`src/rtl/cpu_run_ctrl.sv`:
```
// rtl/cpu_run_ctrl.sv - reset sequencing, clock gating and end-of-program detection for one RISC-V core
// Optional PC trace buffer enabled by defining CPU_RUN_TRACE_EN.
module cpu_run_ctrl #(
    parameter int RESET_CYCLES = 4,
    parameter int MAX_CYCLES   = 25,
    parameter int CNT_W        = 32,
    parameter int TRACE_DEPTH  = 8
) (
    input  logic                           clk,
    input  logic                           reset,
    input  logic                           start,
    input  logic                           abort,
    input  logic                           retire_valid,
    input  logic [31:0]                    retire_pc,
    input  logic [31:0]                    retire_instr,
`ifdef CPU_RUN_TRACE_EN
    input  logic [$clog2(TRACE_DEPTH)-1:0] trace_idx,
    output logic [31:0]                    trace_pc,
`endif
    output logic                           core_reset,
    output logic                           core_clk_en,
    output logic                           running,
    output logic                           done,
    output logic [1:0]                     status,
    output logic [CNT_W-1:0]               cycle_count,
    output logic [CNT_W-1:0]               instret_count,
    output logic [31:0]                    last_pc
);

    localparam logic [31:0]      INSTR_EBREAK = 32'h0010_0073;
    localparam logic [31:0]      INSTR_SELF   = 32'h0000_006F;
    localparam logic [7:0]       HOLD_LAST    = 8'(RESET_CYCLES - 1);
    localparam logic [CNT_W-1:0] TIMEOUT_AT   = CNT_W'(MAX_CYCLES - 1);
    localparam logic [CNT_W-1:0] CNT_SAT      = '1;

    typedef enum logic [1:0] {IDLE, RST_HOLD, RUN, HALTED} state_t;

    state_t     state;
    logic [7:0] hold_cnt;

    logic do_abort, do_start, do_retire;
    logic hit_ebreak, hit_self, hit_timeout;

    // abort outranks every other event, so derive the qualified events once
    assign do_abort    = abort && (state != IDLE);
    assign do_start    = start && !do_abort && ((state == IDLE) || (state == HALTED));
    assign do_retire   = retire_valid && !do_abort && (state == RUN);
    assign hit_ebreak  = retire_valid && (retire_instr == INSTR_EBREAK);
    assign hit_self    = retire_valid && (retire_instr == INSTR_SELF);
    assign hit_timeout = (MAX_CYCLES != 0) && (cycle_count == TIMEOUT_AT);

    always_ff @(posedge clk or posedge reset) begin
        if (reset) begin
            state         <= IDLE;
            hold_cnt      <= '0;
            core_reset    <= 1'b1;
            core_clk_en   <= 1'b0;
            running       <= 1'b0;
            done          <= 1'b0;
            status        <= 2'd0;
            cycle_count   <= '0;
            instret_count <= '0;
            last_pc       <= '0;
        end else if (do_abort) begin
            state       <= IDLE;
            core_reset  <= 1'b1;
            core_clk_en <= 1'b0;
            running     <= 1'b0;
            done        <= 1'b0;
            status      <= 2'd0;
        end else begin
            case (state)
                IDLE, HALTED: begin
                    if (do_start) begin
                        state         <= RST_HOLD;
                        hold_cnt      <= '0;
                        core_reset    <= 1'b1;
                        core_clk_en   <= 1'b0;
                        done          <= 1'b0;
                        status        <= 2'd0;
                        cycle_count   <= '0;
                        instret_count <= '0;
                        last_pc       <= '0;
                    end
                end
                RST_HOLD: begin
                    if (hold_cnt == HOLD_LAST) begin
                        state       <= RUN;
                        core_reset  <= 1'b0;
                        core_clk_en <= 1'b1;
                        running     <= 1'b1;
                    end else begin
                        hold_cnt <= hold_cnt + 8'd1;
                    end
                end
                RUN: begin
                    if (cycle_count != CNT_SAT)
                        cycle_count <= cycle_count + 1'b1;
                    if (retire_valid) begin
                        last_pc <= retire_pc;
                        if (instret_count != CNT_SAT)
                            instret_count <= instret_count + 1'b1;
                    end
                    if (hit_ebreak || hit_self || hit_timeout) begin
                        state       <= HALTED;
                        core_clk_en <= 1'b0;
                        running     <= 1'b0;
                        done        <= 1'b1;
                        status      <= hit_ebreak ? 2'd1 : (hit_self ? 2'd2 : 2'd3);
                    end
                end
                default: state <= IDLE;
            endcase
        end
    end

`ifdef CPU_RUN_TRACE_EN
    localparam int PW = $clog2(TRACE_DEPTH);

    logic [31:0]            trace_mem [TRACE_DEPTH];
    logic [TRACE_DEPTH-1:0] trace_vld;
    logic [PW-1:0]          wr_ptr;
    logic [PW-1:0]          rd_ptr;

    // wr_ptr points at the next free slot, so the newest entry sits one behind it
    assign rd_ptr = wr_ptr - PW'(1) - trace_idx;

    always_ff @(posedge clk) begin
        if (do_retire)
            trace_mem[wr_ptr] <= retire_pc;
    end

    always_ff @(posedge clk or posedge reset) begin
        if (reset) begin
            wr_ptr    <= '0;
            trace_vld <= '0;
            trace_pc  <= '0;
        end else begin
            trace_pc <= trace_vld[rd_ptr] ? trace_mem[rd_ptr] : 32'd0;
            if (do_start) begin
                wr_ptr    <= '0;
                trace_vld <= '0;
            end else if (do_retire) begin
                wr_ptr            <= wr_ptr + PW'(1);
                trace_vld[wr_ptr] <= 1'b1;
            end
        end
    end
`endif

endmodule
```
`config.mk`:
```
export PLATFORM = sky130hd
export DESIGN_NAME = cpu_run_ctrl
export DESIGN_NICKNAME = d
export VERILOG_FILES = /design/src/rtl/cpu_run_ctrl.sv
export SDC_FILE = /design/constraint.sdc
export NUM_CORES = 1
export LEC_CHECK = 0
export CELL_PAD_IN_SITES_DETAIL_PLACEMENT = 0
export CELL_PAD_IN_SITES_GLOBAL_PLACEMENT = 1
export CORE_ASPECT_RATIO = 1.25
export CORE_MARGIN = 3
export CORE_UTILIZATION = 35
export CTS_BUF_LIST = sky130_fd_sc_hd__clkbuf_16
export DETAILED_ROUTE_END_ITERATION = 8
export DONT_BUFFER_PORTS = 1
export PLACE_DENSITY_LB_ADDON = 0.1
export SETUP_SLACK_MARGIN = 0.3
export SYNTH_ARGS = -nofsm -noshare
export SYNTH_HDL_FRONTEND = slang
export SYNTH_SLANG_ARGS = --single-unit
export TNS_END_PERCENT = 5
```
`constraint.sdc`:
```
create_clock -name clk -period 9.17 [get_ports clk]
set_input_delay 1.834 -clock clk [delete_from_list [all_inputs] [get_ports clk]]
set_output_delay 1.834 -clock clk [all_outputs]
set_load 0.01 [all_outputs]
```
=== Word level (Yosys, flattened, before mapping) ===
Cells that the tools add are included.

* Register bits: 112
* Bits of input ports: 69
* Output and inout port bits: 102
* Logic and storage cells: 92

* $add $sub $neg: 3
* Equal/unequal tests: 17
* Mux-type cells: 36
* Bitwise operators: 1
* Reduce and logical (&&, ||, !) cells: 25

{| class="wikitable"
|+ Operators by type and width
! cell !! number
|-
| 32-bit case mux with 2 select lines || 3
|-
| 32-bit 2-to-1 mux || 5
|-
| 32-bit by 1-bit adder with 32-bit output (second input constant) || 2
|-
| 32-bit inequality test (second input constant) || 2
|-
| 32-bit by 21-bit equality test with 1-bit output (second input constant) || 1
|-
| 32-bit by 5-bit equality test with 1-bit output (second input constant) || 1
|-
| 32-bit by 7-bit equality test with 1-bit output (second input constant) || 1
|-
| 2-bit 2-to-1 mux || 8
|-
| 8-bit 2-to-1 mux || 2
|-
| 8-bit case mux with 2 select lines || 1
|-
| 3-bit AND reduction || 4
|-
| 4-bit AND reduction || 3
|-
| 1-bit 2-to-1 mux || 11
|-
| 3-bit nonzero test || 3
|-
| 8-bit by 1-bit adder with 8-bit output (second input constant) || 1
|-
| 8-bit by 2-bit equality test with 1-bit output (second input constant) || 1
|-
| 2-bit inequality test (second input constant) || 3
|-
| 3-bit inequality test (second input constant) || 2
|-
| 1-bit case mux with 2 select lines || 3
|-
| 2-bit case mux with 3 select lines || 1
|-
| 2-bit nonzero test || 3
|-
| 1-bit logical AND || 5
|-
| 5-bit AND reduction || 1
|-
| 2-bit equality test (second input constant) || 2
|-
| other kinds (10) || 13
|}

=== Longest topological paths before layout ===
Gate-level depths: netlist of run 1.

* Depth in word-level cells: 8
* Depth in mapped cells: 10

=== Worst setup path after synthesis of run 1 ===
Ideal clock, no wire load.

* Kind: input to register
* From: input port start
* To: register cycle_count[30]
* Library setup time: 0.078 ns
* Arrival time: 3.383 ns
* Data required time: 9.092 ns
* Setup slack: 5.709 ns
* Stages: 7
* Path buffers: 2
* Cells stage by stage: or2_2 clkbuf_1 o211ai_1 or4b_1 buf_2 or3_1 a21oi_1

* Word-level cells in the longest chain between the ends: 4

{| class="wikitable"
|+ RTL lines
! what !! line !! text
|-
| start: declaration || 11 || <nowiki>input logic start,</nowiki>
|-
| 1-bit logical AND (2 in series) || 46 || <nowiki>assign do_start = start && !do_abort && ((state == IDLE) || (state == HALTED));</nowiki>
|-
| 2-bit inequality test (no line) || -- ||
|-
| 4-bit AND reduction (no line) || -- ||
|-
| end signal: assignment || 98 || <nowiki>cycle_count <= cycle_count + 1'b1;</nowiki>
|-
| end: declaration || 25 || <nowiki>output logic [CNT_W-1:0] cycle_count,</nowiki>
|}

No other way between the ends.
A chain may end at the register's enable or synchronous reset.

=== Worst setup path in the final report of run 1 ===
* From: input port retire_valid
* To: register instret_count[22]

* Word-level cells in the longest chain between the ends: 2

{| class="wikitable"
|+ RTL lines
! what !! line !! text
|-
| start: declaration || 13 || <nowiki>input logic retire_valid,</nowiki>
|-
| 2-bit inequality test (no line) || -- ||
|-
| 5-bit AND reduction (no line) || -- ||
|-
| end signal: assignment || 102 || <nowiki>instret_count <= instret_count + 1'b1;</nowiki>
|-
| end: declaration || 26 || <nowiki>output logic [CNT_W-1:0] instret_count,</nowiki>
|}

No other way between the ends.

==> results of run 1 <==
## power by group through the flow
| stage | combinational [mW] | sequential [mW] | clock (mW) |
|---|---|---|---|
| after detailed placement | 0.502 | 0.697 | 0 |
| final | 0.495 | 0.688 | 0.392 |
| after global routing | 0.562 | 0.700 | 0.423 |
| after global placement | 0.497 | 0.699 | 0 |
| after CTS | 0.502 | 0.691 | 0.409 |
| after floorplan | 0.375 | 0.672 | 0 |
## cell usage in the layout (no fill, tap or decap), types with 9 or more instances in the layout
master     count
dfrtp_1      111
nand2_1       59
or4_1         17
nand4_1       25
o31ai_1       13
nand3_1       26
or3_1         31
a21oi_1       37
inv_1         17
o21ai_0       40
a22o_1        38
nor2_1        31
clkbuf_16      9
nor3_1        10
nor4_1        17
## cell type report
| type | instances | share of cell area |
|---|---|---|
| Sequential cell | 112 | 0.439 |
| Multi-Input combinational cell | 457 | 0.456 |
| Timing Repair Buffer | 5 | 0.00588 |
| Inverter | 18 | 0.0110 |
| Tap cell | 216 | 0.0424 |
| Clock inverter | 7 | 0.0102 |
| Clock buffer | 9 | 0.0353 |
## through the flow
stage,std cells,total power [mW],setup slack [ns],util,cell area (um^2)
finish,824,1.58,5.77,0.389,6380
global route,824,1.68,5.49,0.389,6380
CTS,824,1.60,5.76,0.389,6380
detailed placement,808,1.20,5.38,0.371,6090
global placement,808,1.20,5.46,0.371,6090
floorplan,618,1.05,4.38,-,5900
## per-layer routing
layer / share of wire / routed length, um
met5: 0 / 0
met4: 0.018 / 299
met3: 0.062 / 1040
met2: 0.50 / 8320
met1: 0.42 / 7050
## state kept, by name (all words and copies together) (netlist names)
name / cells
instret_count: 32
done: 1
cycle_count: 32
running: 1
core_clk_en: 1
last_pc: 32
core_reset: 1
state: 2
status: 2
hold_cnt: 8
## how the worst min path moves through the flow
| stage | cells after the start | end | slack, ns | from |
|---|---|---|---|---|
| finish | 2 | hold_cnt[1] | 0.52 | hold_cnt[1] |
| global route | 2 | hold_cnt[1] | 0.57 | hold_cnt[1] |
| CTS | 2 | hold_cnt[1] | 0.53 | hold_cnt[1] |
| detailed placement | 2 | hold_cnt[1] | 0.51 | hold_cnt[1] |
| global placement | 2 | hold_cnt[1] | 0.49 | hold_cnt[1] |
| floorplan | 2 | hold_cnt[1] | 0.47 | hold_cnt[1] |
## logic make-up after synthesis
kind of cell,Yosys count,synth area share
flops,112,0.475
mux,9,0.0161
compound gates,170,0.197
xor+xnor,11,0.0163
simple gates,260,0.248
fa+ha+maj,7,0.0148
buf+inv,49,0.0326
## worst register-to-register path: stages (launching register included)
cell	delay [ns]
dfrtp_1	0.45
inv_1	0.11
ha_1	0.78
nand3_1	0.19
or3_1	0.41
o31ai_2	0.84
o21ai_0	0.21
a21oi_1	0.17
==> metrics.md, run 1 <==
| Metric | Value |
|---|---|
| Wirelength, routed | `16700 um` |
| Post-CTS resize count | `0` |
| Met3 usage | `0.0467` |
| Initial Util | `0.360` |
| Clock slew at reported path FFs | `0.08 ns` |
| CTS tree | `done` |
| Ports | `171` |
| Async SR Flop Fraction | `1.00` |
| Iteration-0 DRC Markers | `242` |
| Netlist Area Pre-Place | `5900 um^2` |
| Crit-path max FO | `17` |
| CP delay by family, top | `compound AO/OA/AOI/OAI gates` |
| Crit path DAT | `3.68 ns` |
| Crit start category | `input pin` |
| Crit path buf inv count | `0` |
| Synthesized Nets | `694` |
| Cells after Synth | `618` |
| LEAKAGE | `2.55 nW` |
| Clk sinks | `112` |
| Critical Path RT | `9.45 ns` |
| Global-route wire length before repair | `27000 um` |
| DR vias | `4967` |
| Max_slew headroom | `0.238` |
| Antenna violations before repair | `0` |
| Power share of the combinational group | `0.314` |
| R2R depth | `7` |
| Core area | `16400 um^2` |
| DP Wirelength | `11900 um` |
| TritonCTS Buffers | `9` |
| Switch Pwr | `0.646 mW` |
| Layout fillers | `1684` |
| Final Hold Viols | `0` |
| Fmax | `294 MHz` |
| Drt drc | `0` |
| Reg-to-Reg End | `cycle_count[7]` |
| Worst Skew | `0.00896 ns` |
| Syn avg cell area | `9.55 um^2` |
| Worst IR drop on VDD | `0.154 mV` |
| Worst hold path type | `register to register` |
| Top cells by area, synth | `dfrtp_1 (47%), a22o_1 (5.6%), nand2_1 (3.8%)` |
| Routability cong. | `0.780` |
| M1 GR Usage | `0.231` |
| Period Utilization, post-route | `0.371` |
| Number of H-tree levels | `3` |
| RSZ-0062 raised after global routing | `no` |
| Die height | `151 um` |
| Vias in the first global route | `4945` |
| Site Rows | `52` |
| Synth-to-layout area growth | `8.10%` |
| Post-CTS Setup Bufs | `0` |
| Cell Pwr Density | `247 nW/um^2` |
| DR WL/cell | `20.3 um` |
| Switching portion of total power | `0.410` |
| # port buffers | `0` |
| Internal cell power | `0.929 mW` |
| Flop and latch count out of synthesis | `112` |
| Grt total ovfl | `0` |
| Top post-synthesis cells by count | `dfrtp_1 (111), nand2_1 (59), o21ai_0 (40), a22o_1 (38), a21oi_1 (37)` |
| First drt pass iteration count | `5` |
| Full die area | `18500 um^2` |
| Outcome | `complete, no violations` |
| CP Launch Point | `retire_valid` |
| Synth warn | `0` |
| R2R Setup Slk | `5.94 ns` |
| Max-Cap Viols | `0` |
| Netlist cell types | `61` |
| Critical Path Stages | `5` |
| Setup TNS | `0 ns` |
| Area leader, netlist | `dfrtp_1` |
| Slew Viols, Final | `0` |
| Top cell type's share of synthesized area | `0.471` |
| Root Driver | `clkbuf_16` |
| Largest net degree at the start of global routing | `70` |
| Hold buffer count at cts | `0` |
| CP Cell Sequence | `nand2b_1, o2111ai_1, a211o_1, or4_1, a21oi_1` |
| CP endpoint | `instret_count[22]` |
| # nets final | `679` |
| Share of post-route cells with drive strength above 1 | `0.0641` |
| Min Tclk post-route | `3.40 ns` |
| Sequential fraction of the synthesis area | `0.475` |
| Register area | `2800 um^2` |
| Die X | `122 um` |
| Multi-input logic area | `2910 um^2` |
| Vias per std cell | `6.03` |
| Worst setup path category | `input pin to register` |
| Number of synthesized flops with an enable pin | `0` |
| Worst skew pair latency | `0.36 ns` |
| Clock Path Buffers | `2` |
| CP max stage delay | `0.56 ns` |
| Fin Hold WS | `0.520 ns` |
| Antenna-violating nets left | `0` |
| # diodes | `0` |
| Worst-path cell with the longest stage delay | `a211o_1` |
| RR Startpoint | `state[0]` |
| Most frequent cell after synthesis | `dfrtp_1` |
| Clock power share | `0.249` |
| Worst slew pin tran | `1.14 ns` |
| Flop pwr share | `0.437` |
| Global Route Usage Sum | `0.184` |
| Crit end category | `register` |
| Final Setup Violations | `0` |
| GR peak layer | `met2` |
| Prevailing post-synth register cell | `dfrtp_1` |
| GR met2 Demand/Resource | `0.309` |
No activity file was read; power rests on OpenSTA's default activity.
==> run 2, diff against run 1 <==
Clock period 9.17 ns to 2.9 ns, I/O delays scaled along.
==> run 2 against run 1 <==
Net effect:
- non-clock buffer count increased by 34
- hold slack worse by 0.34 ns
- sequential share of layout area shrank 1.9 points
- wire length is 4.3% higher
- sequential cell count stayed put
- clock power increased to 3.3 times the previous value
- utilization up 1.8 points
- critical path type is now register to register
- largest cell class unchanged
- highest routed layer unchanged
==> metrics.md, run 2 (synthesis gave the netlist of run 1 again) <==
| Metric | Value |
|---|---|
| Outcome | `complete, no violations` |
| Wirelength, routed | `17400 um` |
| CTS tree | `done` |
| Drt drc | `0` |
| Worst hold path type | `input pin to async pin` |
| WL met2 | `8760 um` |
| DR vias | `5141` |
| First drt pass iteration count | `4` |
| Clock Path Buffers | `2` |
| Synth-to-layout area growth | `13.1%` |
| Global Route Usage Sum | `0.189` |
| Clock power share | `0.252` |
| Layout Utilization | `0.407` |
| Worst slew pin tran | `0.863 ns` |
| Crit path DAT | `2.86 ns` |
| Period Utilization, post-route | `0.887` |
| Grt total ovfl | `0` |
| Final setup margin | `0.326 ns` |
| Met1 WL | `7310 um` |
| Number of H-tree levels | `3` |
| Ports | `171` |
| Max layer used | `met4` |
| LEAKAGE | `2.73 nW` |
| Site Rows | `52` |
| Vias per std cell | `5.99` |
| Die height | `151 um` |
| Crit end category | `register` |
| # diodes | `0` |
| Layout fillers | `1643` |
| Most frequent cells in the layout | `dfrtp_1 (108), nand2_1 (59), o21ai_0 (40)` |
| Final Hold Viols | `0` |
| Top flop regs | `cycle_count: 32 flops, instret_count: 32 flops, last_pc: 32 flops` |
| Met3 WL | `1110 um` |
| Full die area | `18500 um^2` |
| Switch Pwr | `2.10 mW` |
| Setup TNS | `0 ns` |
| Worst IR drop on VDD | `0.359 mV` |
| Worst skew pair latency | `0.36 ns` |
| Die X | `122 um` |
| RSZ-0062 raised after global routing | `yes` |
| Max_slew headroom | `0.424` |
| TritonCTS Buffers | `9` |
| Antenna-violating nets left | `0` |
| Root Driver | `clkbuf_16` |
| Cell Pwr Density | `771 nW/um^2` |
| CP Launch Point | `instret_count[0]` |
| Power share of the combinational group | `0.326` |
| Share of post-route cells with drive strength above 1 | `0.126` |
| Flop pwr share | `0.422` |
| Worst setup path category | `register to register` |
| # nets final | `713` |
| Fmax | `389 MHz` |
| DR WL/cell | `20.3 um` |
| Initial Util | `0.360` |
| # port buffers | `0` |
| Routability cong. | `0.803` |
| Dpl ws | `0.276 ns` |
| DP Wirelength | `12700 um` |
| Vias in the first global route | `4971` |
| Internal cell power | `3.05 mW` |
| Largest net degree at the start of global routing | `39` |
| Worst Skew | `0.00598 ns` |
| Clock slew at reported path FFs | `0.08 ns` |
| Crit start category | `register` |
| Global-route wire length before repair | `27600 um` |
| Critical Path RT | `3.18 ns` |
| Final Setup Violations | `0` |
| Antenna violations before repair | `0` |
| Crit-path max FO | `11` |
| RR Startpoint | `instret_count[0]` |
| Min Tclk post-route | `2.57 ns` |
| Core area | `16400 um^2` |
| Commonest non-fill, non-tap cell in the layout | `dfrtp_1` |
| Switching portion of total power | `0.407` |
| Max-Cap Viols | `0` |
| Iteration-0 DRC Markers | `266` |
| Clk sinks | `112` |
| Slew Viols, Final | `0` |
| Hold buffer count at cts | `0` |
## run 2: power groups by stage
stage               logic [mW]  registers [mW]  clock network [mW]
floorplan                 1.19            2.13                   0
global placement          1.64            2.20                   0
detailed placement        1.68            2.20                   0
CTS                       1.68            2.18                1.33
global route              1.89            2.21                1.39
finish                    1.68            2.17                1.29
## run 2: what timing repair did
action / CTS / global route
gates resized for setup: 1 / 8
pin swaps: 0 / 2
setup endpoints to repair: 6 / 73
setup buffers: 0 / 1
## run 2: area by class of cell
type | instances | area, um^2 | share of cell area
repair buffers | 39 | 305 | 0.0457
multi-input cells | 457 | 2920 | 0.437
well taps | 216 | 270 | 0.0405
clock buffers | 9 | 225 | 0.0337
inverters | 18 | 71.3 | 0.0107
flip-flops and latches | 112 | 2810 | 0.420
clock inverters | 7 | 78.8 | 0.0118
## run 2: layer usage
metal,GRT usage,vias to the layer above
met5,0,-
met4,0.0560,0
met3,0.0482,14
met2,0.314,146
met1,0.243,2581
li1,-,2400
## run 2: worst max-delay path, stage by stage, from the launching register on
cell and delay [ns]:
dfrtp_1 0.46, ha_1 0.24, nand3_1 0.12, or4_1 0.55
a211o_1 0.44, or4_1 0.54, a21oi_1 0.16
## run 2: metrics by stage
step           hold WS (ns)  power [mW]  area, um^2  instances
2_1_floorplan         0.466        3.31        5910        618
3_3_place_gp          0.485        3.84        6350        841
3_5_place_dp          0.515        3.88        6350        841
4_1_cts               0.175        5.19        6660        857
5_1_grt               0.201        5.49        6680        858
6_report              0.175        5.15        6680        858
## run 2: path summary, 6_finish.rpt
| kind | endpoint | slack, ns | cells after the start |
|---|---|---|---|
| max | instret_count[26] | 0.33 | 6 |
| min | hold_cnt[3] | 0.18 | 1 |
| max reg2reg | instret_count[26] | 0.33 | 6 |
| min reg2reg | hold_cnt[0] | 0.52 | 1 |
| max in group asynchronous | cycle_count[23] | 1.93 | 2 |
| min in group clk | last_pc[29] | 0.35 | 1 |
==> run 3, diff against run 2 <==
Settings changed: SETUP_SLACK_MARGIN 0.3 to 0.02, SKIP_CTS_REPAIR_TIMING set to 1.
==> run 3 against run 2 <==
Net effect:
- clock skew is essentially flat
- power is 0.51% lower
- critical path depth grew 1
- clock-buffer cell count did not move
- global-route usage stayed put
- via count down 0.58%
- hold slack got worse by 0.0027 ns
- first-iteration DRC count is 10% lower
- wire length shrank 0.51%
- sequential share of layout area rose by 0.078 points
- sequential cell count stayed put
- clock power is essentially flat
- critical path type unchanged
==> metrics.md, run 3 (synthesis gave the netlist of run 1 again) <==
| Metric | Value |
|---|---|
| CP Cell Sequence | `inv_1, ha_1, o21ba_2, o211ai_1, or4b_1, or3_1, a21oi_1` |
| Fin Hold WS | `0.173 ns` |
| Layout fillers | `1642` |
| # port buffers | `0` |
| Crit start category | `register` |
| Cell Pwr Density | `769 nW/um^2` |
| Worst skew pair latency | `0.36 ns` |
| Die height | `151 um` |
| DR vias | `5111` |
| Slew Viols, Final | `0` |
| Share of post-route cells with drive strength above 1 | `0.114` |
| Root Driver | `clkbuf_16` |
| Design Area, Final | `6660 um^2` |
| LEAKAGE | `2.73 nW` |
| Flop pwr share | `0.424` |
| # diodes | `0` |
| Clk sinks | `112` |
| Die X | `122 um` |
| Worst IR drop on VDD | `0.358 mV` |
| Full die area | `18500 um^2` |
| # nets final | `712` |
| Max-Cap Viols | `0` |
| Worst slew pin tran | `1.16 ns` |
| Grt total ovfl | `0` |
| DR WL/cell | `20.2 um` |
| Worst-path cell with the longest stage delay | `or4b_1` |
| TritonCTS Buffers | `9` |
| Fmax | `377 MHz` |
| Crit path DAT | `2.94 ns` |
| Clock slew at reported path FFs | `0.08 ns` |
| Min Tclk post-route | `2.65 ns` |
| Global Route Usage Sum | `0.189` |
| Period Utilization, post-route | `0.915` |
| Largest net degree at the start of global routing | `39` |
| RSZ-0062 raised after global routing | `no` |
| Placed inst area | `6350 um^2` |
| Antenna-violating nets left | `0` |
| CTS tree | `done` |
| RR Startpoint | `state[1]` |
| Crit-path max FO | `7` |
| CP Launch Point | `state[1]` |
| Worst setup path category | `register to register` |
| CP delay by family, top | `simple AND/OR/NAND/NOR gates` |
| Critical Path RT | `3.19 ns` |
| Most frequent cells in the layout | `dfrtp_1 (111), nand2_1 (59), o21ai_0 (40)` |
| Switching portion of total power | `0.408` |
| Vias per std cell | `5.96` |
| Final Hold Viols | `0` |
| Top flop regs | `cycle_count: 32 flops, instret_count: 32 flops, last_pc: 32 flops` |
| Crit path buf inv count | `1` |
| Worst hold path type | `input pin to async pin` |
| Ports | `171` |
| Antenna violations before repair | `0` |
| Switch Pwr | `2.09 mW` |
| First drt pass iteration count | `4` |
| Setup TNS | `0 ns` |
| Core area | `16400 um^2` |
| Vias in the first global route | `4971` |
| Outcome | `complete, no violations` |
| Worst Skew | `0.00581 ns` |
| Final Setup Violations | `0` |
| Routability cong. | `0.803` |
| Multi-input logic area | `2910 um^2` |
| Clock Path Buffers | `2` |
| Clock power share | `0.253` |
| Power share of the combinational group | `0.323` |
| Drt drc | `0` |
| DP Wirelength | `12700 um` |
| Register area | `2800 um^2` |
| Number of H-tree levels | `3` |
| Synth-to-layout area growth | `12.8%` |
| Commonest non-fill, non-tap cell in the layout | `dfrtp_1` |
| CP max stage delay | `0.68 ns` |
| Iteration-0 DRC Markers | `239` |
| Site Rows | `52` |
| Max_slew headroom | `0.229` |
| Crit end category | `register` |
| Internal cell power | `3.03 mW` |
| Global-route wire length before repair | `27600 um` |
| Wirelength, routed | `17300 um` |
| Initial Util | `0.360` |
==> run 3: layer usage <==
metal	part of all wire	track usage	vias up
li1	-	-	2403
met1	0.42	0.243	2557
met2	0.50	0.314	138
met3	0.064	0.0482	13
met4	0.013	0.0560	0
met5	0	0	-
==> run 3: cell type report <==
type / instances / share of cell area
Timing Repair Buffer: 38 / 0.0447
Multi-Input combinational cell: 457 / 0.437
Tap cell: 216 / 0.0406
Sequential cell: 112 / 0.421
Clock buffer: 9 / 0.0338
Inverter: 18 / 0.0107
Clock inverter: 7 / 0.0118
==> run 3: path summary, 6_finish.rpt <==
kind	to	slack, ns	cells past startpoint
setup / recovery	cycle_count[26]	0.25	7
hold / removal	hold_cnt[3]	0.17	1
setup reg to reg	cycle_count[26]	0.25	7
hold reg to reg	hold_cnt[0]	0.52	1
max in group asynchronous	cycle_count[11]	1.93	2
min in group clk	last_pc[29]	0.34	1
==> run 3: stage by stage <==
step,util,setup slack (ns),std cells,total power [mW]
finish,0.406,0.245,857,5.12
global route,0.406,0.0689,857,5.46
CTS,0.406,0.247,857,5.19
detailed placement,0.387,0.276,841,3.88
global placement,0.387,0.310,841,3.84
floorplan,-,0.353,618,3.31
==> run 3: power groups by stage <==
| stage | logic (mW) | clock network, mW | registers (mW) |
|---|---|---|---|
| floorplan | 1.19 | 0 | 2.13 |
| global placement | 1.64 | 0 | 2.20 |
| detailed placement | 1.68 | 0 | 2.20 |
| CTS | 1.68 | 1.33 | 2.18 |
| global route | 1.86 | 1.39 | 2.21 |
| finish | 1.65 | 1.30 | 2.17 |
==> RTL edit (config.mk and constraints of run 1) <==
Register the output `cycle_count` once more, cleared by the reset; this adds one clock of latency there. The other outputs are not delayed to match.
--- a/src/rtl/cpu_run_ctrl.sv
+++ b/src/rtl/cpu_run_ctrl.sv
@@ -35,6 +35,8 @@
 
     typedef enum logic [1:0] {IDLE, RST_HOLD, RUN, HALTED} state_t;
 
+    logic [CNT_W-1:0] cycle_count_s0;
+
     state_t     state;
     logic [7:0] hold_cnt;
 
@@ -47,7 +49,7 @@
     assign do_retire   = retire_valid && !do_abort && (state == RUN);
     assign hit_ebreak  = retire_valid && (retire_instr == INSTR_EBREAK);
     assign hit_self    = retire_valid && (retire_instr == INSTR_SELF);
-    assign hit_timeout = (MAX_CYCLES != 0) && (cycle_count == TIMEOUT_AT);
+    assign hit_timeout = (MAX_CYCLES != 0) && (cycle_count_s0 == TIMEOUT_AT);
 
     always_ff @(posedge clk or posedge reset) begin
         if (reset) begin
@@ -58,7 +60,7 @@
             running       <= 1'b0;
             done          <= 1'b0;
             status        <= 2'd0;
-            cycle_count   <= '0;
+            cycle_count_s0 <= '0;
             instret_count <= '0;
             last_pc       <= '0;
         end else if (do_abort) begin
@@ -78,7 +80,7 @@
                         core_clk_en   <= 1'b0;
                         done          <= 1'b0;
                         status        <= 2'd0;
-                        cycle_count   <= '0;
+                        cycle_count_s0 <= '0;
                         instret_count <= '0;
                         last_pc       <= '0;
                     end
@@ -94,8 +96,8 @@
                     end
                 end
                 RUN: begin
-                    if (cycle_count != CNT_SAT)
-                        cycle_count <= cycle_count + 1'b1;
+                    if (cycle_count_s0 != CNT_SAT)
+                        cycle_count_s0 <= cycle_count_s0 + 1'b1;
                     if (retire_valid) begin
                         last_pc <= retire_pc;
                         if (instret_count != CNT_SAT)
@@ -148,4 +150,12 @@
     end
 `endif
 
+    always_ff @(posedge clk or posedge reset) begin
+        if (reset) begin
+            cycle_count <= '0;
+        end else begin
+            cycle_count <= cycle_count_s0;
+        end
+    end
+
 endmodule
Formal check against the unedited RTL: not equivalent (Yosys sat finds a counterexample within 10 cycles, from zero or initial values and one cycle with reset high).
==> RTL edit against run 1 <==
  * Total power increased by 29%
  * Sequential cell count increased by 32
  * Routed wire length increased by 8.1%
  * Worst setup slack got worse by 0.43 ns
  * Count of clock-buffer cells in the layout increased by 8
  * Design area increased by 18%
  * Area after synthesis increased by 14%
  * Sequential share of layout area increased by 4.0 points
==> RTL edit: results (changes against run 1) <==
Logic synthesis
  – Gate count after technology mapping: 712 (was 618)
  – Sequential element share of the synthesized area: 53.63% (was 47.50%)
  – Dominant cells by area after synthesis: dfrtp_1, nand2_1, nand3_1 (was dfrtp_1, a22o_1, nand2_1)

Route
  – Met3 wire length: 1045 um (was 1036 um)
  – Met2 routed WL: 8996 um (was 8316 um)
  – DRT iter0 DRCs: 299 (was 242)
  – Drt wl/cell: 18.99 um (was 20.28 um)
  – Metal-1 WL: 7542 um (was 7054 um)

Global routing
  – Grt met3 use: 5.156% (was 4.669%)
  – Number of global-route vias before repair: 5410 (was 4945)

Finish
  – Fill cells: 1875 (was 1684)
  – Number of nets at the end of the flow: 782 (was 679)
  – Share of cells above drive strength 1: 7.232% (was 6.414%)
  – Count of placed standard cells in the final layout, fillers left out: 951 (was 824)

CTS
  – # H-tree levels: 4 (was 3)
  – Insertion delay to the later sink of the worst-skew pair: 0.42 ns (was 0.36 ns)
  – Number of CTS-inserted buffers: 17 (was 9)
  – Clock transition at the registers of the reported paths: 0.06 ns (was 0.08 ns)

Critical path
  – Reg-to-Reg End: cycle_count_s0[9]$_DFFE_PP0P_ (was cycle_count[7]$_DFFE_PP0P_)
  – Internal reg-to-reg setup slack: 5.34 ns (was 5.94 ns)

Hold path
  – Hold-critical path endpoint: cycle_count[21]$_DFF_PP0_ (was hold_cnt[1]$_DFFE_PP0P_)
  – Startpoint of the tightest hold check path: cycle_count_s0[21]$_DFFE_PP0P_ (was hold_cnt[1]$_DFFE_PP0P_)

Place
  – Number of placed instances, taps included: 919 (was 808)
  – Setup Slack @ Placement: 5.205 ns (was 5.380 ns)
  – HPWL after detailed placement: 12580 um (was 11920 um)

Power and ir drop
  – Clock group total power: 674 uW (was 392 uW)
  – Highest ir drop seen on vdd: 0.0001154 V (was 0.0001539 V)
  – Static power due to leakage: 0.003397 uW (was 0.002548 uW)
  – Switching power: 767.4 uW (was 645.8 uW)
  – Portion of total power attributed to sequential cells: 39.9% (was 43.7%)

Status
  – Run status: finished clean (unchanged)
==> RTL edit: cell families after synthesis <==
logic type / count (synthesis) / synth area share (%)
and+or+nand+nor: 376 / 27.87
DFF: 144 / 53.63
AOI/OAI and AO/OA: 104 / 9.699
buffers and inverters: 45 / 2.588
xor gates and xnor gates: 26 / 3.388
muxes: 10 / 1.526
adders and majority gates: 7 / 1.303
==> RTL edit: worst max-delay path by stage <==
stage                               startpoint                       endpoint  slack, ns
after floorplan                          reset        core_clk_en$_DFFE_PP0P_       3.47
after global placement                   abort  instret_count[11]$_DFFE_PP0P_       5.26
after detailed placement                 abort  instret_count[11]$_DFFE_PP0P_       5.21
after CTS                 state[0]$_DFFE_PP0P_  cycle_count_s0[9]$_DFFE_PP0P_       5.30
after global routing      state[0]$_DFFE_PP0P_  instret_count[11]$_DFFE_PP0P_       5.02
final                     state[0]$_DFFE_PP0P_  cycle_count_s0[9]$_DFFE_PP0P_       5.34
==> RTL edit: area by class of cell <==
type / count / share of cell area [%]
Sequential cell: 144 / 47.93
Timing Repair Buffer: 6 / 0.5989
Tap cell: 232 / 3.860
Clock inverter: 15 / 1.930
Multi-Input combinational cell: 523 / 39.26
Clock buffer: 17 / 5.656
Inverter: 14 / 0.7653
==> RTL edit: stage by stage <==
stage | hold slack (ns) | cell area, um^2
after floorplan | 0.3519 | 6721
after global placement | 0.4339 | 6950
after detailed placement | 0.4400 | 6950
after CTS | 0.4538 | 7521
after global routing | 0.4719 | 7521
final | 0.4580 | 7521
==> RTL edit: critical path, stage by stage, from the launching register on <==
cell and delay, ns:
dfrtp_1 0.44, inv_1 0.11, ha_2 0.60, buf_4 0.45
nand4_1 0.15, or4_1 0.48, o31ai_2 0.90, or2_2 0.43
o41ai_1 0.11
